===== config.mk =====
export PLATFORM = sky130hd
export DESIGN_NAME = ddr3_app_master
export DESIGN_NICKNAME = d
export VERILOG_FILES = /design/src/rtl/ddr3_app_pkg.sv /design/src/rtl/ddr3_app_master.sv
export SDC_FILE = /design/constraint.sdc
export NUM_CORES = 1
export LEC_CHECK = 0
export BUFFER_PORTS_ARGS = -buffer_cell sky130_fd_sc_hd__buf_2
export CORE_AREA = 4 4 245 247
export DETAILED_ROUTE_END_ITERATION = 6
export DIE_AREA = 0 0 249 251
export GPL_TIMING_DRIVEN = 0
export SLEW_MARGIN = 30
export SYNTH_ARGS = -nofsm -noshare
export SYNTH_HDL_FRONTEND = slang
export SYNTH_SLANG_ARGS = --single-unit

===== constraint.sdc =====
create_clock -name clk -period 2.1 [get_ports clk]
set_input_delay 0.21 -clock clk [delete_from_list [all_inputs] [get_ports clk]]
set_output_delay 0.21 -clock clk [all_outputs]
set_load 0.01 [all_outputs]

===== src/rtl/ddr3_app_pkg.sv =====
// Shared types and constants for the DDR3 user-interface initiator.
package ddr3_app_pkg;

  localparam logic [2:0] CMD_WR = 3'd0;
  localparam logic [2:0] CMD_RD = 3'd1;

  localparam int APP_DATA_W = 128;
  localparam int APP_MASK_W = 16;
  localparam int APP_ADDR_W = 28;

  typedef enum logic [2:0] {
    S_INIT,
    S_IDLE,
    S_WR,
    S_RCMD,
    S_RWAIT,
    S_RESP
  } state_t;

endpackage


===== src/rtl/ddr3_app_master.sv =====
// Single-outstanding 128-bit read/write initiator for the DDR3 application
// interface, with calibration gating and a bounded read-data wait.
module ddr3_app_master
  import ddr3_app_pkg::*;
#(
  parameter int TIMEOUT_CYCLES = 255
) (
  input  logic                  clk,
  input  logic                  rst_n,
  input  logic                  req_valid,
  output logic                  req_ready,
  input  logic                  req_we,
  input  logic [31:0]           req_addr,
  input  logic [APP_DATA_W-1:0] req_wdata,
  input  logic [APP_MASK_W-1:0] req_wstrb,
  output logic                  resp_valid,
  input  logic                  resp_ready,
  output logic [APP_DATA_W-1:0] resp_rdata,
  output logic                  resp_err,
  output logic [2:0]            cmd,
  output logic                  cmd_en,
  input  logic                  cmd_ready,
  output logic [APP_ADDR_W-1:0] addr,
  output logic [5:0]            app_burst_number,
  output logic [APP_DATA_W-1:0] wr_data,
  output logic                  wr_data_en,
  output logic                  wr_data_end,
  output logic [APP_MASK_W-1:0] wr_data_mask,
  input  logic                  wr_data_rdy,
  input  logic [APP_DATA_W-1:0] rd_data,
  input  logic                  rd_data_valid,
  input  logic                  rd_data_end,
  input  logic                  init_calib_complete,
  output state_t                dbg_state
);

  localparam int CNT_W = (TIMEOUT_CYCLES > 255) ? $clog2(TIMEOUT_CYCLES + 1) : 8;
  localparam logic [CNT_W-1:0] CNT_LAST = CNT_W'(TIMEOUT_CYCLES - 1);

  // Handshakes: a transfer happens on every clock edge where the valid-side
  // strobe (req_valid, cmd_en, wr_data_en, resp_valid) and the matching
  // ready (req_ready, cmd_ready, wr_data_rdy, resp_ready) are both high.
  state_t                  state_q, state_d;
  logic                    cmd_done_q, cmd_done_d;
  logic                    wr_done_q, wr_done_d;
  logic [CNT_W-1:0]        cnt_q, cnt_d;
  logic [APP_DATA_W-1:0]   rdata_q, rdata_d;
  logic                    err_q, err_d;
  logic                    capture;
  logic [APP_ADDR_W-1:0]   addr_q;
  logic [APP_DATA_W-1:0]   wdata_q;
  logic [APP_MASK_W-1:0]   mask_q;
  logic [2:0]              cmd_q;
  logic                    unused_ok;

  assign unused_ok = ^{rd_data_end, req_addr[3:0]};

  always_comb begin
    state_d    = state_q;
    cmd_done_d = cmd_done_q;
    wr_done_d  = wr_done_q;
    cnt_d      = cnt_q;
    rdata_d    = rdata_q;
    err_d      = err_q;
    capture    = 1'b0;
    case (state_q)
      S_INIT: if (init_calib_complete) state_d = S_IDLE;
      S_IDLE: begin
        if (req_valid) begin
          capture    = 1'b1;
          cmd_done_d = 1'b0;
          wr_done_d  = 1'b0;
          state_d    = req_we ? S_WR : S_RCMD;
        end
      end
      S_WR: begin
        // Command and data channels complete independently, in either order.
        if ((cmd_done_q || cmd_ready) && (wr_done_q || wr_data_rdy)) begin
          state_d    = S_RESP;
          rdata_d    = '0;
          err_d      = 1'b0;
          cmd_done_d = 1'b0;
          wr_done_d  = 1'b0;
        end else begin
          cmd_done_d = cmd_done_q || cmd_ready;
          wr_done_d  = wr_done_q || wr_data_rdy;
        end
      end
      S_RCMD: begin
        if (cmd_ready) begin
          state_d = S_RWAIT;
          cnt_d   = '0;
        end
      end
      S_RWAIT: begin
        // Data arriving on the last allowed cycle beats the timeout.
        if (rd_data_valid) begin
          rdata_d = rd_data;
          err_d   = 1'b0;
          state_d = S_RESP;
        end else if (cnt_q == CNT_LAST) begin
          rdata_d = '0;
          err_d   = 1'b1;
          state_d = S_RESP;
        end else if (cnt_q != '1) begin
          cnt_d = cnt_q + 1'b1;
        end
      end
      S_RESP: if (resp_ready) state_d = S_IDLE;
      default: state_d = S_INIT;
    endcase
  end

  always_ff @(posedge clk or negedge rst_n) begin
    if (!rst_n) begin
      state_q    <= S_INIT;
      cmd_done_q <= 1'b0;
      wr_done_q  <= 1'b0;
      cnt_q      <= '0;
      rdata_q    <= '0;
      err_q      <= 1'b0;
      addr_q     <= '0;
      wdata_q    <= '0;
      mask_q     <= '1;
      cmd_q      <= CMD_WR;
    end else begin
      state_q    <= state_d;
      cmd_done_q <= cmd_done_d;
      wr_done_q  <= wr_done_d;
      cnt_q      <= cnt_d;
      rdata_q    <= rdata_d;
      err_q      <= err_d;
      if (capture) begin
        addr_q  <= req_addr[31:4];
        wdata_q <= req_wdata;
        mask_q  <= ~req_wstrb;
        cmd_q   <= req_we ? CMD_WR : CMD_RD;
      end
    end
  end

  assign req_ready        = (state_q == S_IDLE);
  assign cmd_en           = ((state_q == S_WR) && !cmd_done_q) || (state_q == S_RCMD);
  assign wr_data_en       = (state_q == S_WR) && !wr_done_q;
  assign wr_data_end      = wr_data_en;
  assign resp_valid       = (state_q == S_RESP);
  assign resp_rdata       = rdata_q;
  assign resp_err         = err_q;
  assign cmd              = cmd_q;
  assign addr             = addr_q;
  assign wr_data          = wdata_q;
  assign wr_data_mask     = mask_q;
  assign app_burst_number = 6'd0;
  assign dbg_state        = state_q;

endmodule

==> results.md <==
Clock tree:
- The number of sinks handled by clock tree synthesis is 315.
- Buffers inserted during clock tree synthesis total 36.
- The clock root buffer master is sky130_fd_sc_hd__clkbuf_16.
- The CTS H-tree depth is 2.
- The clock latency of the later-clocked register in the worst-skew pair is 0.54 ns.
- The TritonCTS clock tree is built.
- The clock transition at the register clock pins on the worst setup and hold paths after CTS is 0.06 ns.
- The deepest clock path buffer count is 3.

Timing:
- Of the available clock period, the critical path in the final layout requires 94.6%.
- Headroom to the max-slew limit came out at 61.2%.
- Setup repair after global routing could not meet its margin everywhere.
- Setup violations remaining at the end of the flow were counted as 0.
- The clock arrives with 0.0146 ns of skew.
- Based on the critical path, the design can be clocked at up to 0.503 GHz.
- The final critical delay including setup and external delays is 1.99 ns.
- The max-slew violation count is 0.
- The count of final hold-check violations is 0.
- The final-layout worst hold slack is 0.0619 ns.
- The setup TNS is 0 ns.
- The slew at the pin with the worst max-slew slack is 0.582 ns.

Floorplanning:
- The horizontal extent of the die is 249 um.
- The overall die height is 251 um.
- For this configuration, the core starts out at a cell density of 20.7%.
- Row generation in the floorplan step produced 88 rows.
- In this run the standard cell core region covers 57600 um^2.
- The die outline area is 62500 um^2.
- The number of primary I/O pins is 632.

Synthesis:
- The leading cell type by number of instances after synthesis is sky130_fd_sc_hd__nand2_1.
- The fraction of registers with async set/reset is 100%.
- The synthesized design contains 0 enable-type register cells.
- The xor-xnor portion of the synthesized cell area is 0.0733%.
- The post-synthesis cell type count is 43.
- The largest total area in the synthesized netlist belongs to sky130_fd_sc_hd__dfrtp_1.
- The post-synthesis compound-gate area fraction is 11.8%.
- The adder-cell share of the synthesized area is 0.209%.
- By area, the combinational part of the netlist is dominated by simple AND/OR/NAND/NOR gates.
- The fraction of synthesized area in multiplexers is 0.168%.
- The post-synthesis share of cell area spent on and, or, nand and nor gates is 17.5%.
- The yosys synthesis warning count is 0.
- Of the post-synthesis cell area, the dominant cell type holds 62.6%.
- Dividing the synthesized area by the synthesized cell count gives 10.8 um^2.
- Sequential elements use 66.1% of the synthesized area.
- Synthesis inferred 315 register bits.
- Yosys attributes the largest share of cell area to sky130_fd_sc_hd__dfrtp_1 63%, sky130_fd_sc_hd__nand2_1 16%, sky130_fd_sc_hd__a22o_1 9.5%.
- By count the netlist is led by 494 x sky130_fd_sc_hd__nand2_1, 299 x sky130_fd_sc_hd__dfrtp_1, 130 x sky130_fd_sc_hd__a22o_1.
- After technology mapping, the gate count stands at 1102.
- The leading register cell type out of synthesis is sky130_fd_sc_hd__dfrtp_1.
- The cell area that synthesis handed to floorplanning was 11900 um^2.

Setup path:
- The worst setup path is launched from a register.
- The critical path in this run is classified as reg -> out.
- Setup slack on the worst reg-to-reg path comes out at 0.13 ns.
- The worst setup path is captured at an output port.
- The data required time of the worst path is 1.89 ns.
- Along the worst path, the maximum fanout reaches 10.
- The data arrival time of the critical path is 1.78 ns.

Routing:
- The first TritonRoute pass finished after 5 iterations.
- The remaining routing DRC violations is 0.
- Using the TritonRoute via totals, the vias-per-cell ratio works out to 4.27.
- The total length of routed wires is 48.7 mm.
- The count of nets left with antenna violations once routing finished came out at 0.
- The iteration-0 DRC count of the detailed router is 702.
- The final routed wire length divided by cell count is 17.0 um.
- The detailed router placed 12200 vias in this run.

Cells and area:
- The area of the multi-input gates is 3630 um^2.
- The layout filler cell count is 5583.
- At the end of the flow the core is filled with cells to 35.5%.
- The signed area change from the synthesized netlist to the final layout is 71.3%.
- The area taken by flip-flops and latches is 7910 um^2.
- In the final design database the tool counted 2392 nets.
- The filler-free cell count of the finished design is 2869.
- In the final layout, the share of cells above drive strength 1 is 37.0%.

Global route:
- The first global-routing pass estimated 75.3 mm of wire.
- After global routing the overflow that remains totals 0.
- The maximum number of pins on one net before global-route repair is 85.
- The number of antenna violations at the first check in global routing is 1.
- The via count of the first global-routing pass came to 13200.
- The overall track demand over capacity in global routing is 15.0%.

Worst hold path:
- The path class of the tightest hold or removal check is in -> reg.

Pwr:
- In this run the power density over the cells is 1400 nW/um^2.
- IR analysis of the VDD net gives a maximum drop of 0.000750 V.
- For this design the static power due to leakage is 11.0 nW.
- The total chip power is 0.0286 W.

Placed design:
- The number of port buffers is 618.
- The estimated wirelength of the detail-placed design is 34.3 mm.
- Routability-driven placement finished with a final weighted congestion of 0.910.
- After detailed placement, the design holds a cell count of 2496.

Job:
- The max-capacitance violation count is 0.

Outcome:
- The run finished with clean final reports.
area by class of cell:
class,instances,area share [%]
Tap cell,765,4.68
Inverter,2,0.0367
Clock inverter,10,0.404
Antenna cell,1,0.0122
Clock buffer,55,5.20
Buffer,78,2.62
Sequential cell,315,38.6
Multi-Input combinational cell,714,17.7
Timing Repair Buffer,929,30.7
kinds of logic (layout without fill, tap and decap cells):
| kind of cell | count (synthesis) | in the layout |
|---|---|---|
| AOI/OAI and AO/OA | 173 | 173 |
| other | 1 | 9 |
| muxes | 2 | 2 |
| adders and majority gates | 2 | 2 |
| and+or+nand+nor | 528 | 528 |
| DFF | 315 | 315 |
| buffers and inverters | 80 | 1074 |
| xor gates and xnor gates | 1 | 1 |
placed cells by master, fill, tap and decap left out, types with 7 or more instances in the layout:
cell,instances
sky130_fd_sc_hd__o21ai_0,20
sky130_fd_sc_hd__nand3_1,7
sky130_fd_sc_hd__nand2_1,494
sky130_fd_sc_hd__buf_4,20
sky130_fd_sc_hd__nor2_1,8
sky130_fd_sc_hd__clkbuf_8,7
sky130_fd_sc_hd__buf_2,642
sky130_fd_sc_hd__clkinv_2,7
sky130_fd_sc_hd__a22o_1,130
sky130_fd_sc_hd__dlygate4sd3_1,303
sky130_fd_sc_hd__clkbuf_16,37
sky130_fd_sc_hd__dfstp_2,16
sky130_fd_sc_hd__dfrtp_1,297
sky130_fd_sc_hd__clkbuf_1,22
sky130_fd_sc_hd__buf_6,15
sky130_fd_sc_hd__conb_1,8
sky130_fd_sc_hd__clkbuf_4,9
flip-flops by register name, indices dropped and copies added, names as in the netlist:
signal        count
wr_data_mask     16
addr             28
wr_data         128
cmd_done_q        1
cnt_q             8
wr_done_q         1
cmd               1
resp_err          1
resp_rdata      128
dbg_state         3
per-stage QoR:
stage / setup slack, ns / cell area [um^2]
after floorplan: 0.414 / 12000
after global placement: -5.05 / 16000
after detailed placement: -0.178 / 16100
after CTS: -0.0214 / 20400
after global routing: -0.0138 / 20500
final: 0.112 / 20500
critical path, stage by stage (launching register included):
cell and delay, ns:
sky130_fd_sc_hd__dfrtp_1 0.39, sky130_fd_sc_hd__buf_6 0.16, sky130_fd_sc_hd__nor3b_4 0.25, sky130_fd_sc_hd__nor2b_4 0.25, sky130_fd_sc_hd__buf_6 0.12, sky130_fd_sc_hd__buf_6 0.09
power breakdown:
| part | switching (W) | internal [W] | leakage (nW) | total, W |
|---|---|---|---|---|
| Clock | 0.00254 | 0.00362 | 0.570 | 0.00617 |
| Sequential | 0.00170 | 0.00905 | 4.03 | 0.0108 |
| Combinational | 0.00668 | 0.00500 | 6.43 | 0.0117 |
| Total | 0.0109 | 0.0177 | 11.0 | 0.0286 |
routing by layer:
layer	GRT usage (%)	up-vias	wire length (um)
met5	0	-	0
met4	6.27	0	2250
met3	3.94	136	3520
met2	26.7	607	24500
met1	17.0	5913	18400
li1	-	5593	-
what timing repair did:
item	4_1_cts	5_1_grt
resized for setup	15	18
setup endpoints to repair	213	254
pin swaps	1	2
setup buffers	0	4
gates cloned	0	0
hold buffers	303	0
hold endpoints to repair	449	0
worst paths after layout:
check / startpoint / endpoint / cells past startpoint
worst min-delay path: resp_ready / dbg_state[2] / 3
worst min register to register: wr_data[13] / wr_data[13] / 2
worst max-delay path: dbg_state[2] / wr_data_end / 5
max in group asynchronous: rst_n / wr_data_mask[2] / 4
min in group asynchronous: rst_n / resp_rdata[9] / 2
worst max register to register: cnt_q[0] / resp_rdata[36] / 8
Note: power is estimated with default switching activity, not from simulation.
